$ cat src/rtl/pds_target.sv
// PDS bus slave: three R/W 16-bit registers plus a read-only card ID in an
// 8-byte window, with programmable wait states before DTACK.
module pds_target #(
  parameter logic [20:0] BASE_ADDR   = 21'h1E0000,
  parameter int          WAIT_STATES = 2,
  parameter logic [15:0] CARD_ID     = 16'h5E30
) (
  input  logic        pdsC8m,
  input  logic        pdsReset,
  input  logic        npdsAs,
  input  logic        npdsUds,
  input  logic        npdsLds,
  input  logic        pdsRnW,
  input  logic [23:1] pdsAddr,
  input  logic [15:0] pdsDataIn,
  output logic [15:0] pdsDataOut,
  output logic        pdsDataOe,
  output logic        npdsDtack,
  output logic        targetBusy
);

  localparam logic [3:0] WAIT_INIT = 4'(WAIT_STATES);

  typedef enum logic [1:0] {
    IDLE = 2'd0,
    WAIT = 2'd1,
    ACK  = 2'd2
  } state_t;

  state_t      state, stateNext;
  logic [3:0]  waitCount;
  logic [1:0]  asSync, udsSync, ldsSync;
  logic        asS, udsS, ldsS;
  logic        armed;
  logic        hit;
  logic        loadCount, decCount, enterAck, leaveAck;
  logic [2:0][15:0] regFile;
  logic [15:0] rdData;

  // Strobes are asynchronous to C8M; everything downstream uses the synced copies.
  always_ff @(posedge pdsC8m or posedge pdsReset) begin
    if (pdsReset) begin
      asSync  <= 2'b11;
      udsSync <= 2'b11;
      ldsSync <= 2'b11;
    end else begin
      asSync  <= {asSync[0], npdsAs};
      udsSync <= {udsSync[0], npdsUds};
      ldsSync <= {ldsSync[0], npdsLds};
    end
  end

  assign asS  = asSync[1];
  assign udsS = udsSync[1];
  assign ldsS = ldsSync[1];

  assign hit = !asS && (!udsS || !ldsS) && (pdsAddr[23:3] == BASE_ADDR);

  // A bus cycle is only accepted once AS has been seen high since the last one.
  always_ff @(posedge pdsC8m or posedge pdsReset) begin
    if (pdsReset)       armed <= 1'b0;
    else if (asS)       armed <= 1'b1;
    else if (loadCount) armed <= 1'b0;
  end

  always_ff @(posedge pdsC8m or posedge pdsReset) begin
    if (pdsReset) state <= IDLE;
    else          state <= stateNext;
  end

  always_comb begin
    stateNext = state;
    loadCount = 1'b0;
    decCount  = 1'b0;
    enterAck  = 1'b0;
    leaveAck  = 1'b0;
    case (state)
      IDLE: if (hit && armed) begin
        stateNext = WAIT;
        loadCount = 1'b1;
      end
      WAIT: begin
        if (asS) begin
          stateNext = IDLE;
        end else if (waitCount == 4'd0) begin
          stateNext = ACK;
          enterAck  = 1'b1;
        end else begin
          decCount = 1'b1;
        end
      end
      ACK: if (asS) begin
        stateNext = IDLE;
        leaveAck  = 1'b1;
      end
      default: stateNext = IDLE;
    endcase
  end

  always_ff @(posedge pdsC8m or posedge pdsReset) begin
    if (pdsReset)       waitCount <= 4'd0;
    else if (loadCount) waitCount <= WAIT_INIT;
    else if (decCount)  waitCount <= waitCount - 4'd1;
  end

  always_comb begin
    case (pdsAddr[2:1])
      2'd0:    rdData = regFile[0];
      2'd1:    rdData = regFile[1];
      2'd2:    rdData = regFile[2];
      default: rdData = CARD_ID;
    endcase
  end

  always_ff @(posedge pdsC8m or posedge pdsReset) begin
    if (pdsReset) begin
      npdsDtack  <= 1'b1;
      pdsDataOe  <= 1'b0;
      pdsDataOut <= 16'h0000;
    end else if (enterAck) begin
      npdsDtack <= 1'b0;
      pdsDataOe <= pdsRnW;
      if (pdsRnW) pdsDataOut <= rdData;
    end else if (leaveAck) begin
      npdsDtack <= 1'b1;
      pdsDataOe <= 1'b0;
    end
  end

  // Byte lanes are taken from the strobes as synced on the ACK-entry edge only.
  always_ff @(posedge pdsC8m or posedge pdsReset) begin
    if (pdsReset) begin
      regFile <= '0;
    end else if (enterAck && !pdsRnW) begin
      for (int i = 0; i < 3; i++) begin
        if (pdsAddr[2:1] == 2'(i)) begin
          if (!udsS) regFile[i][15:8] <= pdsDataIn[15:8];
          if (!ldsS) regFile[i][7:0]  <= pdsDataIn[7:0];
        end
      end
    end
  end

  assign targetBusy = (state != IDLE);

endmodule

$ cat config.mk
export PLATFORM = sky130hd
export DESIGN_NAME = pds_target
export DESIGN_NICKNAME = d
export VERILOG_FILES = /design/src/rtl/pds_target.sv
export SDC_FILE = /design/constraint.sdc
export NUM_CORES = 1
export LEC_CHECK = 0
export CORE_ASPECT_RATIO = 0.5
export CORE_UTILIZATION = 40
export CTS_BUF_LIST = sky130_fd_sc_hd__clkbuf_4 sky130_fd_sc_hd__clkbuf_8 sky130_fd_sc_hd__clkbuf_16
export CTS_CLUSTER_DIAMETER = 120
export DETAILED_ROUTE_END_ITERATION = 8
export GPL_ROUTABILITY_DRIVEN = 1
export PLACE_DENSITY = 0.75
export SLEW_MARGIN = 30
export SYNTH_ARGS = -nofsm -noshare
export SYNTH_HDL_FRONTEND = slang
export SYNTH_SLANG_ARGS = --single-unit
$ cat constraint.sdc
create_clock -name pdsC8m -period 2.73 [get_ports pdsC8m]
set_input_delay 0.546 -clock pdsC8m [delete_from_list [all_inputs] [get_ports pdsC8m]]
set_output_delay 0.546 -clock pdsC8m [all_outputs]
set_load 0.02 [all_outputs]
==> results.json <==
{
  "synth.avg_cell_area_sq_um": 14.0,
  "port_buffers": 63,
  "setup_slack_ns": 0.486,
  "synthDistinctLibCells": 37,
  "ioPinCount": 64,
  "core-area_sq_um": 8260,
  "synth_edf_count": 0,
  "ff2ff_path_depth": 5,
  "finalHoldViolations": 0,
  "cts_hold_buffers": 0,
  "worstHoldPathCells": 0,
  "antenna_cells": 0,
  "dpl.cell_count": 424,
  "finalClockSkew_ns": 0.00747,
  "drt-vias-per-instance": 5.29,
  "drc": 0,
  "leakage_nw": 2.14,
  "met3_length_microns": 248,
  "clk_pin_slew_ns": 0.06,
  "async_reset_ff_share_pct": 100,
  "post-cts-setup-buffers": 0,
  "fillerInstances": 637,
  "seq_area_frac_synth_pct": 56.5,
  "fin_cells": 440,
  "drt_iter0_drc": 96,
  "fin_crit_sh_pct": 82.2,
  "nets": 370,
  "drive_gt1_share_pct": 32.3,
  "wl_mm": 7.50,
  "syn_inst": 252,
  "power_density_nw_per_um2": 568,
  "grt_pass1_wl_mm": 12.2,
  "grt_pass1_vias": 2469,
  "post-route-util_pct": 56.0,
  "grt_max_degree": 36,
  "gp_congestion": 0.764,
  "min_period_ns": 2.24,
  "numClockSinks": 79,
  "slew-limit-headroom_pct": 58.3,
  "die_area_sq_um": 9190,
  "worst_slew_pin_slew_ns": 0.623,
  "first_pass_iters": 4,
  "maxCapViolCount": 0,
  "crit_type": "register to register",
  "tns_ns": 0,
  "grt.overflow.total": 0,
  "syn2layout_area_growth_pct": 31.6,
  "synth_nets": 299,
  "cp-start-kind": "register",
  "wl_met1_mm": 3.19,
  "stdcell_area_sq_um": 4630,
  "hp-class": "register to register",
  "rsz0062_at_grt": "no",
  "worstPathArrival_ns": 2.46,
  "place_area_sq_um": 4300,
  "synth_warnings": 0,
  "cp.required_ns": 2.94,
  "synth_top_flop_cell": "dfrtp_1",
  "met2_length_mm": 3.97,
  "die_w_microns": 135,
  "antenna_left": 0,
  "wl_per_cell_microns": 17.1,
  "insertion_delay_ns": 0.33,
  "cts-root-buf": "clkbuf_16",
  "status": "finished clean",
  "die_y_microns": 68.3,
  "hpwl_mm": 5.24,
  "top_layer": "met4",
  "rows": 23,
  "setup_viol": 0,
  "cts_buffers": 9,
  "max-vdd-ir-drop_uv": 344,
  "num_vias": 2328,
  "worst_setup_path_end_kind": "register",
  "drv_slew": 0,
  "max_freq_ghz": 0.446,
  "clock_path_buffers": 2,
  "cts_resized": 0,
  "place_ws_ns": 0.190,
  "grt_use_total_pct": 17.9,
  "path_max_fanout": 8,
  "initial_utilization_pct": 42.6,
  "reg2reg_slack_ns": 0.49,
  "cts_tree": "built",
  "synth.cell_area_sq_um": 3520,
  "synth-seq-cells": 79,
  "antenna_found_initial": 0,
  "htree_levels": 3
}
worst paths after layout:
| check | from | end |
|---|---|---|
| setup / recovery | waitCount[0] | regFile[43] |
| hold / removal | asSync[0] | asSync[1] |
| setup reg to reg | waitCount[0] | regFile[43] |
| max in group asynchronous | pdsReset | regFile[36] |
| min in group asynchronous | pdsReset | pdsDataOut[5] |
| hold reg to reg | asSync[0] | asSync[1] |
cells in the final DEF, fill, tap and decap left out, types with 2 or more instances in the layout:
cell type / count
a21oi_1: 2
a22oi_1: 3
and4_1: 2
buf_4: 8
bufinv_16: 2
clkbuf_16: 9
clkbuf_4: 2
clkdlybuf4s50_1: 63
dfrtp_1: 72
dfstp_2: 7
ha_1: 2
inv_1: 4
mux2_1: 3
mux2_2: 61
mux2i_1: 16
nand2_1: 2
nand4_2: 3
nor2_1: 4
nor2b_1: 2
nor3_1: 2
nor3_4: 2
nor3b_2: 2
nor4_1: 4
o21ai_0: 18
o2bb2ai_1: 10
or3_1: 2
or3b_2: 2
or4_1: 2
or4b_1: 2
synthesized netlist by cell type (2+ instances only):
cell       count  area [sq um]
a21oi_1        2          10.0
a22oi_1        3          22.5
and4_1         2          17.5
buf_2          3          15.0
buf_4          4          30.0
clkbuf_1       5          18.8
dfrtp_1       72          1800
dfstp_2        7           184
ha_1           2          25.0
inv_1          5          18.8
mux2_1         3          33.8
mux2_2        61           687
mux2i_1       16           160
nand2_1        2          7.51
nand4_2        3          37.5
nor2_1         4          15.0
nor2b_1        2          12.5
nor3_1         2          10.0
nor3_4         2          32.5
nor3b_2        2          25.0
nor4_1         4          25.0
o21ai_0       18          90.1
o2bb2ai_1     10          87.6
or3_1          2          12.5
or3b_2         2          17.5
or4_1          2          15.0
or4b_1         2          20.0
routing by layer:
layer	vias up	GRT usage, %
met2	44	33.4
met5	-	0
met4	0	5.06
met1	1193	19.7
li1	1084	-
met3	7	6.52
logic make-up after synthesis:
| group | after synthesis | synth area share, % |
|---|---|---|
| buffers and inverters | 17 | 2.35 |
| flip-flops | 79 | 56.5 |
| multiplexers | 80 | 25.0 |
| adder cells (fa/ha/maj) | 2 | 0.711 |
| AO/OA/AOI/OAI | 37 | 6.94 |
| AND/OR/NAND/NOR | 37 | 8.50 |
layout make-up:
type | count | area, sq um | share of cell area [%]
Clock buffer | 11 | 240 | 5.19
Inverter | 5 | 18.8 | 0.406
Timing Repair Buffer | 72 | 711 | 15.4
Multi-Input combinational cell | 156 | 1450 | 31.3
Sequential cell | 79 | 1990 | 42.9
Tap cell | 112 | 140 | 3.03
Clock inverter | 5 | 82.6 | 1.78
critical path, cell delays in order (launching register included):
cell     delay, ns
dfrtp_1       0.38
inv_1         0.10
ha_1          0.21
or3b_2        0.59
nor3_4        0.45
mux2_2        0.40
where the power goes:
| group | switching, mW | internal (mW) |
|---|---|---|
| clock network | 0.466 | 0.824 |
| logic | 0.0670 | 0.0799 |
| registers | 0.00732 | 1.19 |
stage by stage:
step / hold slack, ns / power, mW
floorplan: 0.345 / 1.27
global placement: 0.346 / 1.36
detailed placement: 0.347 / 1.36
CTS: 0.359 / 2.66
global route: 0.363 / 2.72
finish: 0.359 / 2.63
flip-flops by register name, summed over array words and instances, names as in the netlist:
| register | flops |
|---|---|
| udsSync | 2 |
| state | 2 |
| waitCount | 4 |
| pdsDataOe | 1 |
| regFile | 48 |
| npdsDtack | 1 |
| armed | 1 |
| pdsDataOut | 16 |
| ldsSync | 2 |
| asSync | 2 |
(Power assumes the default switching activity.)
